$ cat config.mk
export PLATFORM = sky130hd
export DESIGN_NAME = mem_access_unit
export DESIGN_NICKNAME = d
export VERILOG_FILES = /design/src/rtl/mem_defs_pkg.sv /design/src/rtl/mem_lane_align.sv /design/src/rtl/mem_access_unit.sv
export SDC_FILE = /design/constraint.sdc
export NUM_CORES = 1
export LEC_CHECK = 0
export CORE_UTILIZATION = 35
export DETAILED_ROUTE_END_ITERATION = 16
export PLACE_DENSITY_LB_ADDON = 0.3
export SLEW_MARGIN = 30
export SYNTH_ARGS = -nofsm -noshare
export SYNTH_HDL_FRONTEND = slang
export SYNTH_SLANG_ARGS = --single-unit
$ cat constraint.sdc
create_clock -name clk -period 5.64 [get_ports clk]
set_input_delay 1.128 -clock clk [delete_from_list [all_inputs] [get_ports clk]]
set_output_delay 1.128 -clock clk [all_outputs]
set_load 0.01 [all_outputs]
$ cat src/rtl/mem_defs_pkg.sv
// Shared definitions for the memory-stage load/store engine.
// Latency: n/a (constants, types and pure helper functions only).
// Backpressure: n/a.
// Contents: op codes, bus size codes, FSM state encoding, op classification helpers.
package mem_defs;

  localparam logic [2:0] OP_LB  = 3'd0;
  localparam logic [2:0] OP_LBU = 3'd1;
  localparam logic [2:0] OP_LH  = 3'd2;
  localparam logic [2:0] OP_LHU = 3'd3;
  localparam logic [2:0] OP_LW  = 3'd4;
  localparam logic [2:0] OP_SB  = 3'd5;
  localparam logic [2:0] OP_SH  = 3'd6;
  localparam logic [2:0] OP_SW  = 3'd7;

  localparam logic [1:0] SZ_BYTE = 2'd0;
  localparam logic [1:0] SZ_HALF = 2'd1;
  localparam logic [1:0] SZ_WORD = 2'd2;

  typedef enum logic [2:0] {
    ST_IDLE  = 3'd0,
    ST_REQ   = 3'd1,
    ST_WAIT  = 3'd2,
    ST_DONE  = 3'd3,
    ST_DRAIN = 3'd4
  } mem_state_t;

  // Stores occupy the top three op codes.
  function automatic logic op_is_store(input logic [2:0] op);
    return (op == OP_SB) || (op == OP_SH) || (op == OP_SW);
  endfunction

  // Natural alignment: halves need bit 0 clear, words need bits 1:0 clear.
  function automatic logic op_aligned(input logic [2:0] op, input logic [1:0] addr_lo);
    logic ok;
    ok = 1'b1;
    case (op)
      OP_LH, OP_LHU, OP_SH: ok = ~addr_lo[0];
      OP_LW, OP_SW:         ok = (addr_lo == 2'b00);
      default:              ok = 1'b1;
    endcase
    return ok;
  endfunction

endpackage

$ cat src/rtl/mem_lane_align.sv
// Byte-lane formatting: store strobes/replicated data/size, load extraction and extension.
// Latency: purely combinational, zero cycles.
// Backpressure: none; outputs follow inputs.
// Ports: op, addr_lo (address bits 1:0), wdata (store data), rdata (bus read data)
//        -> size, wstrb, bus_wdata, load_data.
module mem_lane_align
  import mem_defs::*;
(
  input  logic [2:0]  op,
  input  logic [1:0]  addr_lo,
  input  logic [31:0] wdata,
  input  logic [31:0] rdata,
  output logic [1:0]  size,
  output logic [3:0]  wstrb,
  output logic [31:0] bus_wdata,
  output logic [31:0] load_data
);

  logic [31:0] shifted;

  always_comb begin
    // Move the addressed byte/half down to bit 0 before extension.
    shifted   = rdata >> {addr_lo, 3'b000};
    size      = SZ_WORD;
    wstrb     = 4'b0000;
    bus_wdata = wdata;
    load_data = shifted;
    case (op)
      OP_LB: begin
        size      = SZ_BYTE;
        load_data = {{24{shifted[7]}}, shifted[7:0]};
      end
      OP_LBU: begin
        size      = SZ_BYTE;
        load_data = {24'b0, shifted[7:0]};
      end
      OP_LH: begin
        size      = SZ_HALF;
        load_data = {{16{shifted[15]}}, shifted[15:0]};
      end
      OP_LHU: begin
        size      = SZ_HALF;
        load_data = {16'b0, shifted[15:0]};
      end
      OP_SB: begin
        size      = SZ_BYTE;
        wstrb     = 4'b0001 << addr_lo;
        bus_wdata = {4{wdata[7:0]}};
      end
      OP_SH: begin
        size      = SZ_HALF;
        wstrb     = addr_lo[1] ? 4'b1100 : 4'b0011;
        bus_wdata = {2{wdata[15:0]}};
      end
      OP_SW: begin
        wstrb = 4'b1111;
      end
      default: begin
        size = SZ_WORD;
      end
    endcase
  end

endmodule

$ cat src/rtl/mem_access_unit.sv
// MIPS M-stage load/store engine driving an SRAM-like req/addr_ok/data_ok bus.
// Latency: accept, addr_ok, data_ok, then result in DONE (3 stall cycles best case).
// Backpressure: mem_stall holds the pipeline while a transaction is outstanding;
//   request fields are held stable until addr_ok; DONE waits for pipe_adv.
// Ports: clk/rst; mem_valid/mem_op/mem_addr/mem_wdata from EX; flush, pipe_adv from
//   pipeline control; data_sram_* bus; load_result, mem_stall, adel/ades/badvaddr out.
module mem_access_unit
  import mem_defs::*;
#(
  parameter int ADDR_W = 32
) (
  input  logic              clk,
  input  logic              rst,
  input  logic              mem_valid,
  input  logic [2:0]        mem_op,
  input  logic [ADDR_W-1:0] mem_addr,
  input  logic [31:0]       mem_wdata,
  input  logic              flush,
  input  logic              pipe_adv,
  output logic              data_sram_req,
  output logic              data_sram_wr,
  output logic [1:0]        data_sram_size,
  output logic [ADDR_W-1:0] data_sram_addr,
  output logic [3:0]        data_sram_wstrb,
  output logic [31:0]       data_sram_wdata,
  input  logic              data_sram_addr_ok,
  input  logic              data_sram_data_ok,
  input  logic [31:0]       data_sram_rdata,
  output logic [31:0]       load_result,
  output logic              mem_stall,
  output logic              adel,
  output logic              ades,
  output logic [ADDR_W-1:0] badvaddr
);

  mem_state_t        state, state_nxt;
  logic [2:0]        op_q;
  logic [ADDR_W-1:0] addr_q;
  logic [31:0]       wdata_q;

  logic        in_store, in_aligned, misaligned, accept, capture;
  logic [1:0]  size_a;
  logic [3:0]  wstrb_a;
  logic [31:0] wdata_a, load_a;

  assign in_store   = op_is_store(mem_op);
  assign in_aligned = op_aligned(mem_op, mem_addr[1:0]);
  assign misaligned = mem_valid & ~in_aligned;
  assign adel       = misaligned & ~in_store;
  assign ades       = misaligned & in_store;
  assign badvaddr   = misaligned ? mem_addr : '0;
  assign accept     = (state == ST_IDLE) & mem_valid & in_aligned & ~flush;

  mem_lane_align u_align (
    .op        (op_q),
    .addr_lo   (addr_q[1:0]),
    .wdata     (wdata_q),
    .rdata     (data_sram_rdata),
    .size      (size_a),
    .wstrb     (wstrb_a),
    .bus_wdata (wdata_a),
    .load_data (load_a)
  );

  always_comb begin
    state_nxt = state;
    mem_stall = 1'b0;
    capture   = 1'b0;
    case (state)
      ST_IDLE: begin
        if (accept) begin
          state_nxt = ST_REQ;
          mem_stall = 1'b1;
        end
      end
      ST_REQ: begin
        mem_stall = 1'b1;
        // Once accepted the slave owes us data_ok, so a flush must drain it.
        if (data_sram_addr_ok)
          state_nxt = flush ? ST_DRAIN : ST_WAIT;
        else if (flush)
          state_nxt = ST_IDLE;
      end
      ST_WAIT: begin
        mem_stall = 1'b1;
        if (data_sram_data_ok) begin
          if (flush) begin
            state_nxt = ST_IDLE;
          end else begin
            state_nxt = ST_DONE;
            capture   = 1'b1;
          end
        end else if (flush) begin
          state_nxt = ST_DRAIN;
        end
      end
      ST_DONE: begin
        if (pipe_adv || flush)
          state_nxt = ST_IDLE;
      end
      ST_DRAIN: begin
        // Keep a new access from issuing while the orphaned response is pending.
        mem_stall = mem_valid;
        if (data_sram_data_ok)
          state_nxt = ST_IDLE;
      end
      default: state_nxt = ST_IDLE;
    endcase
  end

  always_ff @(posedge clk) begin
    if (rst) begin
      state       <= ST_IDLE;
      op_q        <= '0;
      addr_q      <= '0;
      wdata_q     <= '0;
      load_result <= '0;
    end else begin
      state <= state_nxt;
      if (accept) begin
        op_q    <= mem_op;
        addr_q  <= mem_addr;
        wdata_q <= mem_wdata;
      end
      if (capture && !op_is_store(op_q))
        load_result <= load_a;
    end
  end

  // Bus fields are only driven while requesting so the bus idles at zero.
  assign data_sram_req   = (state == ST_REQ);
  assign data_sram_wr    = data_sram_req & op_is_store(op_q);
  assign data_sram_size  = data_sram_req ? size_a  : 2'b00;
  assign data_sram_addr  = data_sram_req ? addr_q  : '0;
  assign data_sram_wstrb = data_sram_req ? wstrb_a : 4'b0000;
  assign data_sram_wdata = data_sram_req ? wdata_a : 32'b0;

endmodule

======== After elaboration in Yosys (flattened, before gate mapping) ========
Index checks and enable logic that the tools add are counted.
Widths: inputs -> output; s select.
storage, ports and cells
  memories ................................ 0
  memory bits (writable) .................. 0
  output and inout port bits .............. 139
  register bits ........................... 102
  latch bits .............................. 0
  word-level logic and storage cells ...... 81
  bits of input ports ..................... 106
  ROM bits ................................ 0
operators by class
  shift operators ......................... 2
  $lt $le $gt $ge ......................... 0
  div/mod/pow operators ................... 0
  reductions and logical operators ........ 16
  bitwise logic cells ..................... 11
  multipliers ............................. 0
  eq/ne operators ......................... 21
  add/subtract/negate cells ............... 0
  multiplexer cells ....................... 26
operator list
  operator             number
  $pmux 32 s4          1
  $mux 32              3
  $pmux 32 s2          1
  $shr 32x5->32        1
  $eq 3x3->1 const B   8
  $mux 3               8
  $eq 3x2->1 const B   6
  $pmux 3 s5           1
  $pmux 4 s3           1
  $reduce_or 3->1      3
  $mux 4               2
  $and 1x1->1          7
  $eq 3x1->1 const B   2
  $logic_not 3->1      2
  $ne 2x2->1 const B   3
  $logic_or 1x1->1     5
  $reduce_and 5->1     1
  $mux 1               4
  $mux 2               2
  $not 1->1            4
  $pmux 2 s2           1
  $reduce_or 2->1      2
  $shl 1x2->4 const A  1
  $ne 3x2->1 const B   1
  other kinds (6)      6

======== Longest topological paths before layout ========
Gate-level depths: netlist (run 1).
  word-level depth ........................ 7
  mapped depth ............................ 9
  depth with buffers taken out ............ 5

======== Cells and area by module ========
A second synthesis (run 1) with hierarchy kept.
unflattened totals
  cell total of the unflattened synthesis .. 840
  area, all modules ....................... 6702.7 um^2
by module, submodules not included
  module           sequential area each (um^2)  instances  area an instance (um^2)  cells each
  mem_access_unit  2042.0                       1          5216.3                   632
  mem_lane_align   0.0                          1          1486.4                   208

======== Worst setup path before layout (run 1) ========
OpenSTA, ideal clock, no wires.
  kind .................................... input to output
  from .................................... in mem_op[2]
  to ...................................... out mem_stall
  path slack .............................. 2.359 ns
  arrival ................................. 2.153 ns
  path buffers ............................ 2
  stages .................................. 7
  data required time ...................... 4.512 ns
  cells stage by stage .................... nor2b_1 > o21ai_1 > and4_1 > buf_2 > buf_6 > a21oi_1 > o22ai_1
on the way
  cells in the longest elaborated chain, start to end .. 7
  elaborated cells between the ends (all ways) .. 12
  those cells by class .................... eq/ne (5); mux (3); bitwise (2); reduce/logical (2)
RTL lines
  item                                                line                   RTL
  from (decl)                                         mem_access_unit.sv:15  input logic [2:0] mem_op,
  $eq 3x3->1 or $eq 3x2->1 (tied branches)            mem_defs_pkg.sv:37     case (op)
  $reduce_or 3->1 or $reduce_or 2->1 (tied branches)  mem_defs_pkg.sv:37
  $pmux 1 s2 *                                        mem_defs_pkg.sv:37
  $and 1x1->1 * (2 in a row)                          mem_access_unit.sv:52  assign accept = (state == ST_IDLE) & mem_valid & in_aligned & ~flush;
  $mux 1 *                                            mem_access_unit.sv:71  if (accept) begin
  $pmux 1 s3 *                                        mem_access_unit.sv:69  case (state)
  to (decl)                                           mem_access_unit.sv:30  output logic mem_stall,
Every way passes the cells marked *; elsewhere a longest branch is shown, timed or not.

======== Worst setup path after layout (run 1) ========
  from .................................... in mem_op[2]
  to ...................................... out badvaddr[22]
on the way
  cells in the longest elaborated chain, start to end .. 6
  elaborated cells between the ends (all ways) .. 11
  those cells by class .................... eq/ne (5); mux (2); bitwise (2); reduce/logical (2)
RTL lines
  item                                                line                   RTL
  $eq 3x3->1 or $eq 3x2->1 (tied branches)            mem_defs_pkg.sv:37
  $reduce_or 3->1 or $reduce_or 2->1 (tied branches)  mem_defs_pkg.sv:37
  $pmux 1 s2 *                                        mem_defs_pkg.sv:37
  $not 1->1 *                                         mem_access_unit.sv:48  assign misaligned = mem_valid & ~in_aligned;
  $and 1x1->1 *                                       mem_access_unit.sv:48
  $mux 32 *                                           mem_access_unit.sv:51  assign badvaddr = misaligned ? mem_addr : '0;
  to (decl)                                           mem_access_unit.sv:33  output logic [ADDR_W-1:0] badvaddr
Marks and branches as above.

==> results by stage, run 1 <==
Global routing:
- The number of antenna violations at the first check in global routing is 0.
- The first global-routing pass estimated 28000 µm of wire.
- The leftover overflow at the end of global routing is 0.
- The via count of the first global-routing pass is 5185.
- Entering global routing, the biggest net connects 68 pins.
- The overall track demand over capacity in global routing is 22.3%.

Setup path:
- STA puts the critical path data arrival time at 3.44 ns.
- Data on the critical path is required at its endpoint by 4.51 ns.
- Of all nets on the critical path, the largest fanout is 34.
- STA classifies the critical path startpoint as an input pin.
- The element type at the critical path end is a primary output.
- In this run the critical register-to-register path is launched from addr_q[1]$_SDFFE_PP0P_.
- Tracing the worst setup path back leads to its startpoint at mem_op[2].
- The critical path is of the in -> out type.

Clock tree:
- The number of buffers inserted by hold repair at cts is 0.
- The maximum clock insertion buffer count is 2.
- The root buffer cell chosen for the clock tree is sky130_fd_sc_hd__clkbuf_16.
- The clock drives 102 sinks.
- In this run, post-CTS repair resized a total of 0 instances.
- TritonCTS built the clock tree.
- After clock tree synthesis, the clock-pin slew on the worst setup and hold paths is 0.06 ns.
- The deepest level of the CTS H-tree is 3.
- In this run the post-CTS setup repair buffer count came out at 0.
- Buffers inserted during clock tree synthesis total 9.
- For the worst-skew pair, the clock arrives at the later sink with an insertion delay of 0.35 ns.

Die:
- The I/O pin count is roughly 250.
- The die covers around 16000 µm².
- The initial standard-cell utilization of the core is between 30% and 40%.
- The placeable core region is 14800 µm².
- The die width is 126 µm.
- The row count is 44.
- The height of the die is 126 µm.

Logic synthesis:
- The per-instance average area after synthesis is 7.36 µm².
- By area, the combinational part of the netlist is dominated by simple AND/OR/NAND/NOR gates.
- The post-synthesis instance area is 5370 µm².
- After synthesis, the share of cell area in mux cells is 6.61%.
- The Yosys step of the flow raised 0 warnings.
- The number of cells produced by synthesis is 730.
- The number of flip-flops and latches in the synthesized netlist is 102.
- The share of flip-flops with an asynchronous set or reset is 0%.
- Yosys mapped a number of flops with a built-in enable equal to 0.
- In the synthesized netlist the dominant register cell turns out to be sky130_fd_sc_hd__dfxtp_1.
- After Yosys synthesis, and, or, nand and nor cells account for between 30% and 40% of the synthesized area.
- Synthesis produced a netlist with a net count of 836.
- Yosys mapped the design onto 43 distinct sky130hd cell types.
- The fraction of the yosys area taken by sequential cells is 38.0%.
- The parity-gate share of the synthesized area counting xor and xnor cells is 0.326%.
- Summing the areas of all compound-gate instances in the mapped netlist gives between 15 and 20% of the synthesized area.
- The synthesized-area fraction occupied by adder cells is 0%.

Routing:
- The routed length per instance is 15.7 µm.
- The first detailed-routing pass ran for 5 iterations.
- Using the TritonRoute via totals, the vias-per-cell ratio works out to 4.98.
- The routed design has 17500 µm of wire.
- The first routing iteration left 310 violations.
- The total number of vias is 5567.
- The count of nets left with antenna violations once routing finished came out at 0.
- The number of DRC violations after detailed routing is 0.

Timing:
- The accumulated negative setup slack is 0 ns.
- Based on the critical path, the design can be clocked at up to 219 MHz.
- The max-slew violation total from the final report came to 0.
- The shortest period the worst path allows is between 4 and 5 ns.
- The worst pin sits at a relative slew slack of about two fifths.
- The total of endpoints with negative setup slack in the final report is 0.
- Setup repair after global routing left no endpoint under its margin.
- The slew at the pin with the worst max-slew slack is ~0.91 ns.
- The final worst-path cycle share is 80.9%.
- The final hold violation count is 0.
- The worst clock skew is 0.00836 ns.

Power:
- The combinational share of power is 23.5%.
- In this run switching power makes up about 29% of total power.
- The total power per unit cell area is roughly 230 nW/µm².
- Registers are responsible for 41.9% of the overall power.
- Summed over all nets, the switching power comes to around 550 µW.
- The worst-case IR drop observed on VDD is 0.137 mV.
- The part of the power in the clock network is 34.6%.
- The internal power of the cells totals around 1.3 mW.
- The static leakage is around 2.8 nW.

Worst hold path:
- The start point of the worst hold path is addr_q[29]$_SDFFE_PP0P_.
- In this run the worst hold path is classified as reg -> reg.

Job:
- The number of maximum-capacitance violations is 0.

Final layout:
- In the layout the commonest cells are sky130_fd_sc_hd__clkdlybuf4s50_1 (243), sky130_fd_sc_hd__nand2_1 (208), sky130_fd_sc_hd__dfxtp_1 (101), sky130_fd_sc_hd__a21oi_1 (84), sky130_fd_sc_hd__nor2_1 (72).
- Once layout is done, the placed cells without fillers occupy 8110 µm².
- Leaving out fill and tap cells, the most frequent cell in the layout is sky130_fd_sc_hd__clkdlybuf4s50_1.
- The number of fillers in the final layout is 1415.
- 0 antenna diodes ended up in the layout.
- Of the cells placed in the final design, the portion with a size suffix greater than 1 is 6.97%.
- The number of nets in the final layout is 1035.
- The area growth from synthesis to final layout is 50.8%.

Placed design:
- Buffers placed on the I/O ports in this run total 244.
- The wire-length estimate of the detail-placed layout is 12300 µm.
- The congestion estimate from routability-driven global placement came to 0.824.
- Once placement finished, the instance area stood at roughly 7800 µm².

Run status:
- The flow ran to the end, and the final reports show no timing, DRC or antenna violations.
layout make-up:
class                      instances  area [µm²]  area share, %
clock buffer                      12         267           3.29
clock inverter                     3        42.5          0.525
inverter                           2        7.51         0.0926
multi-input combinational        564        3030           37.4
sequential                       102        2040           25.2
tap                              184         230           2.84
timing repair buffer             250        2480           30.7
synthesized netlist by cell type (2+ instances only):
cell type / instances / area, µm²
sky130_fd_sc_hd__buf_1: 4 / 15.0
sky130_fd_sc_hd__mux2_2: 16 / 180
sky130_fd_sc_hd__nor2_1: 72 / 270
sky130_fd_sc_hd__buf_2: 20 / 100
sky130_fd_sc_hd__or3b_2: 2 / 17.5
sky130_fd_sc_hd__a211oi_2: 10 / 125
sky130_fd_sc_hd__buf_6: 4 / 45.0
sky130_fd_sc_hd__o21ai_1: 2 / 10.0
sky130_fd_sc_hd__a21oi_1: 84 / 420
sky130_fd_sc_hd__o22ai_1: 10 / 62.6
sky130_fd_sc_hd__and4_1: 2 / 17.5
sky130_fd_sc_hd__a211oi_1: 15 / 113
sky130_fd_sc_hd__and2_1: 40 / 250
sky130_fd_sc_hd__o21ai_0: 11 / 55.1
sky130_fd_sc_hd__o21a_1: 2 / 15.0
sky130_fd_sc_hd__clkbuf_1: 31 / 116
sky130_fd_sc_hd__xnor2_1: 2 / 17.5
sky130_fd_sc_hd__nor2b_1: 8 / 50.1
sky130_fd_sc_hd__nand2b_1: 3 / 18.8
sky130_fd_sc_hd__and3_1: 35 / 219
sky130_fd_sc_hd__nand3_1: 2 / 10.0
sky130_fd_sc_hd__nand2_1: 208 / 781
sky130_fd_sc_hd__dfxtp_1: 102 / 2040
sky130_fd_sc_hd__or2_2: 2 / 12.5
sky130_fd_sc_hd__mux2i_1: 16 / 160
sky130_fd_sc_hd__o211ai_1: 8 / 60.1
sky130_fd_sc_hd__nor3b_2: 2 / 25.0
sky130_fd_sc_hd__buf_4: 2 / 15.0
flip-flops by register name (all words and copies together), names as in the netlist:
signal       flops
load_result     32
op_q             3
wdata_q         32
state            3
addr_q          32
critical path: stages:
cell and delay (ns):
sky130_fd_sc_hd__clkdlybuf4s50_1 0.47, sky130_fd_sc_hd__nor2b_1 0.16, sky130_fd_sc_hd__o21ai_1 0.22, sky130_fd_sc_hd__nand2_1 0.54, sky130_fd_sc_hd__and3_1 0.43, sky130_fd_sc_hd__clkdlybuf4s50_1 0.48
per-layer routing:
| metal | share of wire [%] | global-route usage, % | vias up |
|---|---|---|---|
| met5 | 0 | 0 | - |
| met4 | 0.95 | 5.95 | 0 |
| met3 | 7.3 | 5.78 | 12 |
| met2 | 46 | 35.4 | 196 |
| met1 | 46 | 30.0 | 2529 |
| li1 | - | - | 2830 |
cell families (layout without fill, tap and decap cells):
logic type,after synthesis,after routing
buf+inv,64,267
mux,33,33
simple gates,382,382
flops,102,102
xor+xnor,2,2
compound gates,147,147
final timing paths:
| kind | end | slack, ns | depth (start not counted) |
|---|---|---|---|
| hold / removal | addr_q[29]$_SDFFE_PP0P_ | 0.45 | 2 |
| hold reg to reg | addr_q[29]$_SDFFE_PP0P_ | 0.45 | 2 |
| setup / recovery | badvaddr[22] | 1.08 | 6 |
| setup reg to reg | load_result[20]$_SDFFE_PP0P_ | 3.19 | 5 |
power by group through the flow:
stage | logic, mW | clock network (mW) | registers (mW)
global placement | 0.442 | 0 | 0.806
global route | 0.484 | 0.696 | 0.796
floorplan | 0.258 | 0 | 0.787
detailed placement | 0.443 | 0 | 0.806
CTS | 0.446 | 0.664 | 0.790
finish | 0.442 | 0.651 | 0.790
through the flow:
step / util (%) / std cells / total power [mW] / hold WS [ns] / worst slack (ns)
after floorplan: - / 730 / 1.05 / 0.432 / 2.36
after global placement: 52.8 / 1102 / 1.25 / 0.437 / 1.20
after detailed placement: 52.8 / 1102 / 1.25 / 0.443 / 1.11
after CTS: 54.9 / 1117 / 1.90 / 0.452 / 1.10
after global routing: 54.9 / 1117 / 1.98 / 0.471 / 0.849
final: 54.9 / 1117 / 1.88 / 0.449 / 1.08
(Power assumes the default switching activity.)
==> run 2: changes to the inputs <==
Clock period 5.64 ns to 4.4 ns, I/O delays scaled along.
==> run 2 against run 1 <==
Against the previous run: sequential share of layout area down 0.11 points; via count is 0.22% higher; total power rose by 25%; register-to-register slack worse by 1.2 ns; flip-flop and latch count did not move; largest cell class unchanged; highest routed layer unchanged.
==> results by stage, run 2 (synthesis results as in run 1) <==
Run status:
- The run finished with clean final reports.

Final layout:
- The number of antenna cells inserted is 0.
- The number of fillers in the final layout is 1386.
- The commonest non-fill, non-tap cell in the layout is sky130_fd_sc_hd__clkdlybuf4s50_1.
- The largest registers in the layout are addr_q (32), load_result (32), wdata_q (32).
- Excluding fillers, the count of instances in the completed layout stands at around 1100.
- The share of the core filled with cells in the final layout is 55.2%.
- The area growth from synthesis to layout is 51.5%.
- In the layout the commonest cells are sky130_fd_sc_hd__clkdlybuf4s50_1 (243), sky130_fd_sc_hd__nand2_1 (208), sky130_fd_sc_hd__dfxtp_1 (101), sky130_fd_sc_hd__a21oi_1 (84), sky130_fd_sc_hd__nor2_1 (72).
- After the last flow step, the layout net total stands at roughly 1000.
- In the final layout, the share of cells above drive strength 1 is between 7 and 8%.

Routing:
- The routed length per instance is 15.8 µm.
- The number of nets still failing antenna checks after routing is 0.
- The first detailed-routing pass ran for 4 iterations.
- The number of DRC violations after detailed routing is 0.
- In this run, the number of DRC markers left after iteration 0 of detailed routing was about 280.
- The routed wire length is 17700 µm.
- Dividing the detail-routed via count by the number of cells gives ~5.0.
- The final route contains around 5600 vias.

Setup path:
- Grouping stages by cell kind, the critical path spends the most delay in buffers and inverters.
- The worst setup path category is in -> out.
- At the worst endpoint, the arrival time is 2.84 ns.
- Together, buffers and inverters on the worst path number 3.
- The worst setup path is captured at a primary output.
- Counting stages on the worst path, the most repeated cell is sky130_fd_sc_hd__clkdlybuf4s50_1.
- The largest single stage delay on the critical path is 0.57 ns.
- The end of the worst register-to-register path is load_result[18]$_SDFFE_PP0P_.
- The minimum setup slack among reg-to-reg paths is between 1.5 and 2 ns.
- The startpoint identified for the worst register-to-register timing path is addr_q[1]$_SDFFE_PP0P_.
- Data on the critical path is required at its endpoint by 3.52 ns.
- In this run the worst path has a maximum fanout of 34.
- The library cell contributing the largest single delay on the critical path is sky130_fd_sc_hd__clkdlybuf4s50_1.
- Traced cell by cell, the critical path runs through clkdlybuf4s50_1 > xnor2_1 > nand3_1 > nand2_1 > buf_4 > and3_1 > clkdlybuf4s50_1.
- The startpoint type of the worst setup path is an input pin.
- The worst register-to-register path has a depth of 5.

Job:
- The number of maximum-capacitance violations is 0.

Power:
- Sequential cells account for 42.8% of the total power.
- The switching part of the total power is 30.1%.
- The power dissipated by switching net loads is between 700 and 800 µW.
- In this run the power density over the cells is 289 nW/µm².
- The total power is 2.36 mW.
- The analysis attributes to cell leakage a power of around 2.8 nW.
- VDD sags by at most 0.167 mV.
- The combinational share of power is 25.0%.
- The part of the power in the clock network is 32.2%.
- The internal cell power is ~1.6 mW.

Timing:
- The worst clock skew is 0.00342 ns.
- Setup slack on the critical path of the routed design comes to 0.684 ns.
- The slew at the pin with the worst max-slew slack is 0.895 ns.
- The tightest slew margin relative to the limit is between 40 and 50%.
- The final hold violation count is 0.
- The max-slew violation total from the final report is 0.
- The shortest period the worst path allows is about 3.7 ns.
- Setup repair after global routing left no endpoint under its margin.
- The final worst-path cycle share is 84.5%.
- The total of endpoints with negative setup slack in the final report is 0.
- The accumulated negative setup slack is 0 ns.
- For this run, the top clock speed supported by timing is 269 MHz.

Worst hold path:
- The worst hold path begins at addr_q[7]$_SDFFE_PP0P_.
- The worst hold path was traced through 2 stages.
- For hold timing, the worst endpoint is addr_q[7]$_SDFFE_PP0P_.
- The path class of the lowest-slack min-delay path is reg -> reg.

Placed design:
- During placement, the flow inserted port buffers numbering 244.
- The global placer's final weighted congestion is between 0.8 and 0.9.
- The setup slack after placement is 0.694 ns.
- Detailed placement ended at an HPWL of 12400 µm.
- The placed cell count is 1106.

Die:
- The die width is roughly 130 µm.
- The floorplan step defined a die boundary enclosing 15900 µm².
- The height of the die is 126 µm.
- The row count is between 40 and 50.
- The placeable core region is ~15000 µm².
- The I/O pin count is 245.
- The initial utilization of the core area, before any placement, comes to 36.4%.

Global routing:
- Global routing used 35.7% of the available met2 tracks.
- The total overflow left after global routing is 0.
- The busiest layer in global routing is met2.
- The number of antenna violations at the first check in global routing is 0.
- For this run, global-route usage on met1 was measured as a little under a third.
- The first global-routing pass estimated roughly 28000 µm of wire.
- In the global route stage, met3 resource usage came out at 5.48%.
- Global routing consumed, over all layers together, 22.6% of the routing resources.
- Entering global routing, the biggest net connects between 80 and 90 pins.
- The via count of the first global-routing pass came to 5264.

Clock tree:
- The CTS tree is built.
- The buffers inserted during post-CTS setup optimization is 0.
- The clock transition at the register clock pins on the worst setup and hold paths after CTS is ~0.070 ns.
- The number of gates resized after CTS is 0.
- CTS placed an instance of sky130_fd_sc_hd__clkbuf_16 at the clock tree root.
- The number of buffers inserted by hold repair at cts is 0.
- The maximum clock insertion buffer count is 2.
- The number of buffers created by CTS is 9.
- At the later pin of the worst-skew pair, clock insertion delay measures 0.35 ns.
- CTS built an H-tree with a depth of 3.
- The number of sinks driven by the clock tree is just over 100.
## run 2: cell count changes in the layout (fill, tap and decap cells not counted), sizes merged
cell    before  now
buf          7   12
bufinv       1    0
inv          2    3
clkinv       1    2
## run 2: area by class of cell
| class | instances | area [µm²] | share of cell area (%) |
|---|---|---|---|
| clock inverters | 4 | 30.0 | 0.369 |
| multi-input cells | 564 | 3030 | 37.2 |
| repair buffers | 255 | 2550 | 31.4 |
| well taps | 184 | 230 | 2.83 |
| clock buffers | 12 | 246 | 3.03 |
| inverters | 2 | 7.51 | 0.0922 |
| flip-flops and latches | 102 | 2040 | 25.1 |
## run 2: metal layers
metal,vias to the layer above,part of all wire [%]
met3,12,6.1
met5,-,0
met2,181,46
met4,0,1.1
li1,2842,-
met1,2544,47
## run 2: how the worst max path moves through the flow
stage / end / from / slack [ns] / cells past startpoint
after floorplan: mem_stall / mem_op[2] / 1.62 / 7
after global placement: ades / mem_op[0] / 0.75 / 8
after detailed placement: ades / mem_op[0] / 0.69 / 8
after CTS: data_sram_wdata[24] / state[0]$_SDFFE_PP0P_ / 0.65 / 6
after global routing: badvaddr[16] / mem_op[0] / 0.51 / 7
final: badvaddr[24] / mem_op[0] / 0.68 / 7
## run 2: worst min-delay path, cell delays in order, from the launching register on
cell,delay [ns]
sky130_fd_sc_hd__dfxtp_1,0.31
sky130_fd_sc_hd__nand2_1,0.05
sky130_fd_sc_hd__a21oi_1,0.05
## run 2: power groups by stage
stage	sequential, mW	combinational [mW]	clock, mW
finish	1.01	0.588	0.760
global route	1.02	0.646	0.817
CTS	1.01	0.592	0.784
detailed placement	1.03	0.588	0
global placement	1.03	0.586	0
floorplan	1.01	0.331	0
## run 2: metrics by stage
step           hold WS, ns  cell area, µm²
2_1_floorplan        0.432            5370
3_3_place_gp         0.437            7840
3_5_place_dp         0.442            7840
4_1_cts              0.453            8110
5_1_grt              0.470            8140
6_report             0.449            8140
==> run 3: changes to the inputs <==
Clock period 4.4 ns to 3.2 ns, I/O delays scaled along.
==> run 3 against run 2 <==
Against the previous run: combinational power is 46% higher; total power is 42% higher; first-iteration DRC count is 12% higher; register-to-register slack worse by 0.87 ns; clock power is 46% higher; worst hold slack hardly changed; count of clock-buffer cells in the layout stayed put; utilization is 1.1 points higher; critical path depth stayed put; flip-flop and latch count stayed put; final area is 1.9% higher; clock skew is 0.0047 ns higher; critical path type unchanged; largest power group unchanged.
==> results by stage, run 3 (synthesis results as in run 1) <==
Run status:
- The run finished with clean final reports.

Global routing:
- The number of antenna violations at the first check in global routing was 0.
- The overall track demand over capacity in global routing is a little under a quarter.
- After global routing the overflow that remains totals 0.
- The global-route wire length before repair is 28100 µm.
- The maximum number of pins on one net before global-route repair is roughly 70.
- The via count of the first global-routing pass is 5285.

Die:
- The row count is 44.
- The die is 126 µm tall.
- For this configuration, the core starts out at a cell density of 36.4%.
- The placeable core region is about 15000 µm².
- The area of the die is 15900 µm².
- The die width is 126 µm.
- around 250 I/O pins were placed.

Power:
- The worst IR drop on VDD is 0.281 mV.
- Dividing total power by cell area gives a power density of 403 nW/µm².
- The static leakage is 2.89 nW.
- The total power is 3.34 mW.

Final layout:
- In the final layout, the registers with the most flip-flops are addr_q (32), load_result (32), wdata_q (32).
- The final design instance area without fill is 8300 µm².
- Leaving out fill and tap cells, the most frequent cell in the layout is sky130_fd_sc_hd__clkdlybuf4s50_1.
- The layout has 1403 filler cells.
- The finished layout holds 1137 standard cells, fillers aside.
- At the end of the flow, the number of nets in the layout was approximately 1100.
- The share of the core filled with cells in the final layout is between 50% and 60%.
- The number of antenna diodes in the final layout is 0.
- The library cells used most frequently in the layout, excluding fill and tap cells, are sky130_fd_sc_hd__clkdlybuf4s50_1 (240), sky130_fd_sc_hd__nand2_1 (207), sky130_fd_sc_hd__dfxtp_1 (101), sky130_fd_sc_hd__a21oi_1 (84), sky130_fd_sc_hd__nor2_1 (72).
- Relative to the synthesized area, the layout overhead comes to 54.4%.
- The fraction of final layout cells with drive strength greater than 1 is under 10%.

Routing:
- The routed length per instance is 15.7 µm.
- The detail-routed via count per cell is 4.97.
- Once detail routing completed, the nets flagged for antenna violations numbered 0.
- The routed wire length is 17800 µm.
- The detailed router's first-iteration violation count is 309.
- The iteration count of the initial detailed-routing pass is 4.
- In the routed design, unresolved DRC markers number 0.
- For this block, the via count after detailed routing is 5647.

Placed design:
- Port buffering added 244 buffers.
- Detailed placement ended at an HPWL of 12900 µm.
- In this run the cell area measured after placement is 7980 µm².
- After detailed placement, the design holds a cell count of 1122.
- At the end of routability-driven placement, the weighted congestion stood at between 0.8 and 0.9.

Clock tree:
- CTS saw just over 100 sinks.
- TritonCTS built the clock tree.
- The maximum clock insertion buffer count is 2.
- The clock transition at the register clock pins on the worst setup and hold paths after CTS is 0.07 ns.
- In this run the number of H-tree levels came out at 3.
- The number of buffers created by CTS is 9.
- The CTS root buffer is sky130_fd_sc_hd__clkbuf_16.
- The clock insertion delay at the later pin of the skew report is 0.35 ns.
- The number of buffers inserted by hold repair at cts is 0.

Setup path:
- The library cell contributing the largest single delay on the critical path is sky130_fd_sc_hd__clkdlybuf4s50_1.
- The largest driver fanout on the critical path is 3.
- The critical path is of the in -> out type.
- The minimum setup slack among reg-to-reg paths is approximately 1.1 ns.
- Traced cell by cell, the critical path runs through clkdlybuf4s50_1 > nor2b_1 > o21ai_2 > and4_2 > a21oi_1 > o22ai_1 > clkdlybuf4s50_1.
- The delay of the slowest cell on the worst path is 0.59 ns.
- The element type at the critical path end is a primary output.
- Data arrives at the worst endpoint at 2.45 ns.
- The startpoint type of the worst setup path is an input pin.
- The most numerous cell type found on the critical path is sky130_fd_sc_hd__clkdlybuf4s50_1.
- The required arrival time at the worst endpoint is 2.56 ns.

Timing:
- The final worst-path cycle share is a little over nine tenths.
- Setup repair after global routing left no endpoint under its margin.
- Timing would allow up to 324 MHz.
- The final hold violation count is 0.
- At the pin with the least slew margin, the transition time is 0.680 ns.
- In this run the tightest slew margin relative to its limit is a little over half.
- The accumulated negative setup slack is 0 ns.
- The max-slew violation total from the final report is 0.
- The total of endpoints with negative setup slack in the final report is 0.
- The worst clock skew is 0.00814 ns.
- For the finished layout, the period the worst path requires is 3.09 ns.

Worst hold path:
- The path class of the lowest-slack min-delay path is reg -> reg.

Job:
- The number of maximum-capacitance violations is 0.
==> run 3: worst paths after layout <==
kind | start | endpoint | cells past startpoint
worst max-delay path | mem_op[2] | mem_stall | 7
worst min-delay path | addr_q[29]$_SDFFE_PP0P_ | addr_q[29]$_SDFFE_PP0P_ | 2
worst min register to register | addr_q[29]$_SDFFE_PP0P_ | addr_q[29]$_SDFFE_PP0P_ | 2
worst max register to register | state[0]$_SDFFE_PP0P_ | addr_q[1]$_SDFFE_PP0P_ | 7
==> run 3: report_power, final <==
| group | internal (mW) | switching [mW] | total [mW] |
|---|---|---|---|
| registers | 1.33 | 0.0382 | 1.37 |
| logic | 0.410 | 0.451 | 0.861 |
| clock network | 0.625 | 0.488 | 1.11 |
==> run 3: timing repair <==
action / CTS / global route
resized for setup: 1 / 9
buffers inserted: 0 / 0
endpoints found under the setup margin: 11 / 59
pin swaps: 0 / 1
==> run 3: metrics by stage <==
stage | setup WS, ns | hold slack [ns]
finish | 0.112 | 0.449
global route | 0.00728 | 0.467
CTS | 0.0240 | 0.452
detailed placement | 0.0501 | 0.442
global placement | 0.0812 | 0.437
floorplan | 0.895 | 0.432
==> run 3: cell type report <==
type | count | area [µm²] | share of cell area (%)
multi-input combinational | 564 | 3050 | 36.7
clock inverter | 3 | 45.0 | 0.543
tap | 184 | 230 | 2.77
timing repair buffer | 270 | 2680 | 32.3
inverter | 2 | 8.76 | 0.106
clock buffer | 12 | 246 | 2.97
sequential | 102 | 2040 | 24.6
==> run 3: per-layer routing <==
| layer | vias to the layer above | global-route usage, % | share of wire, % |
|---|---|---|---|
| li1 | 2872 | - | - |
| met1 | 2579 | 30.0 | 46 |
| met2 | 175 | 35.6 | 46 |
| met3 | 21 | 5.44 | 6.8 |
| met4 | 0 | 7.65 | 1.5 |
| met5 | - | 0 | 0 |
==> run 3: critical path, delay by kind of cell <==
family,cells,cell delay (ns)
AO/OA/AOI/OAI,3,0.39
buffers and inverters,2,1.01
AND/OR/NAND/NOR,2,0.40
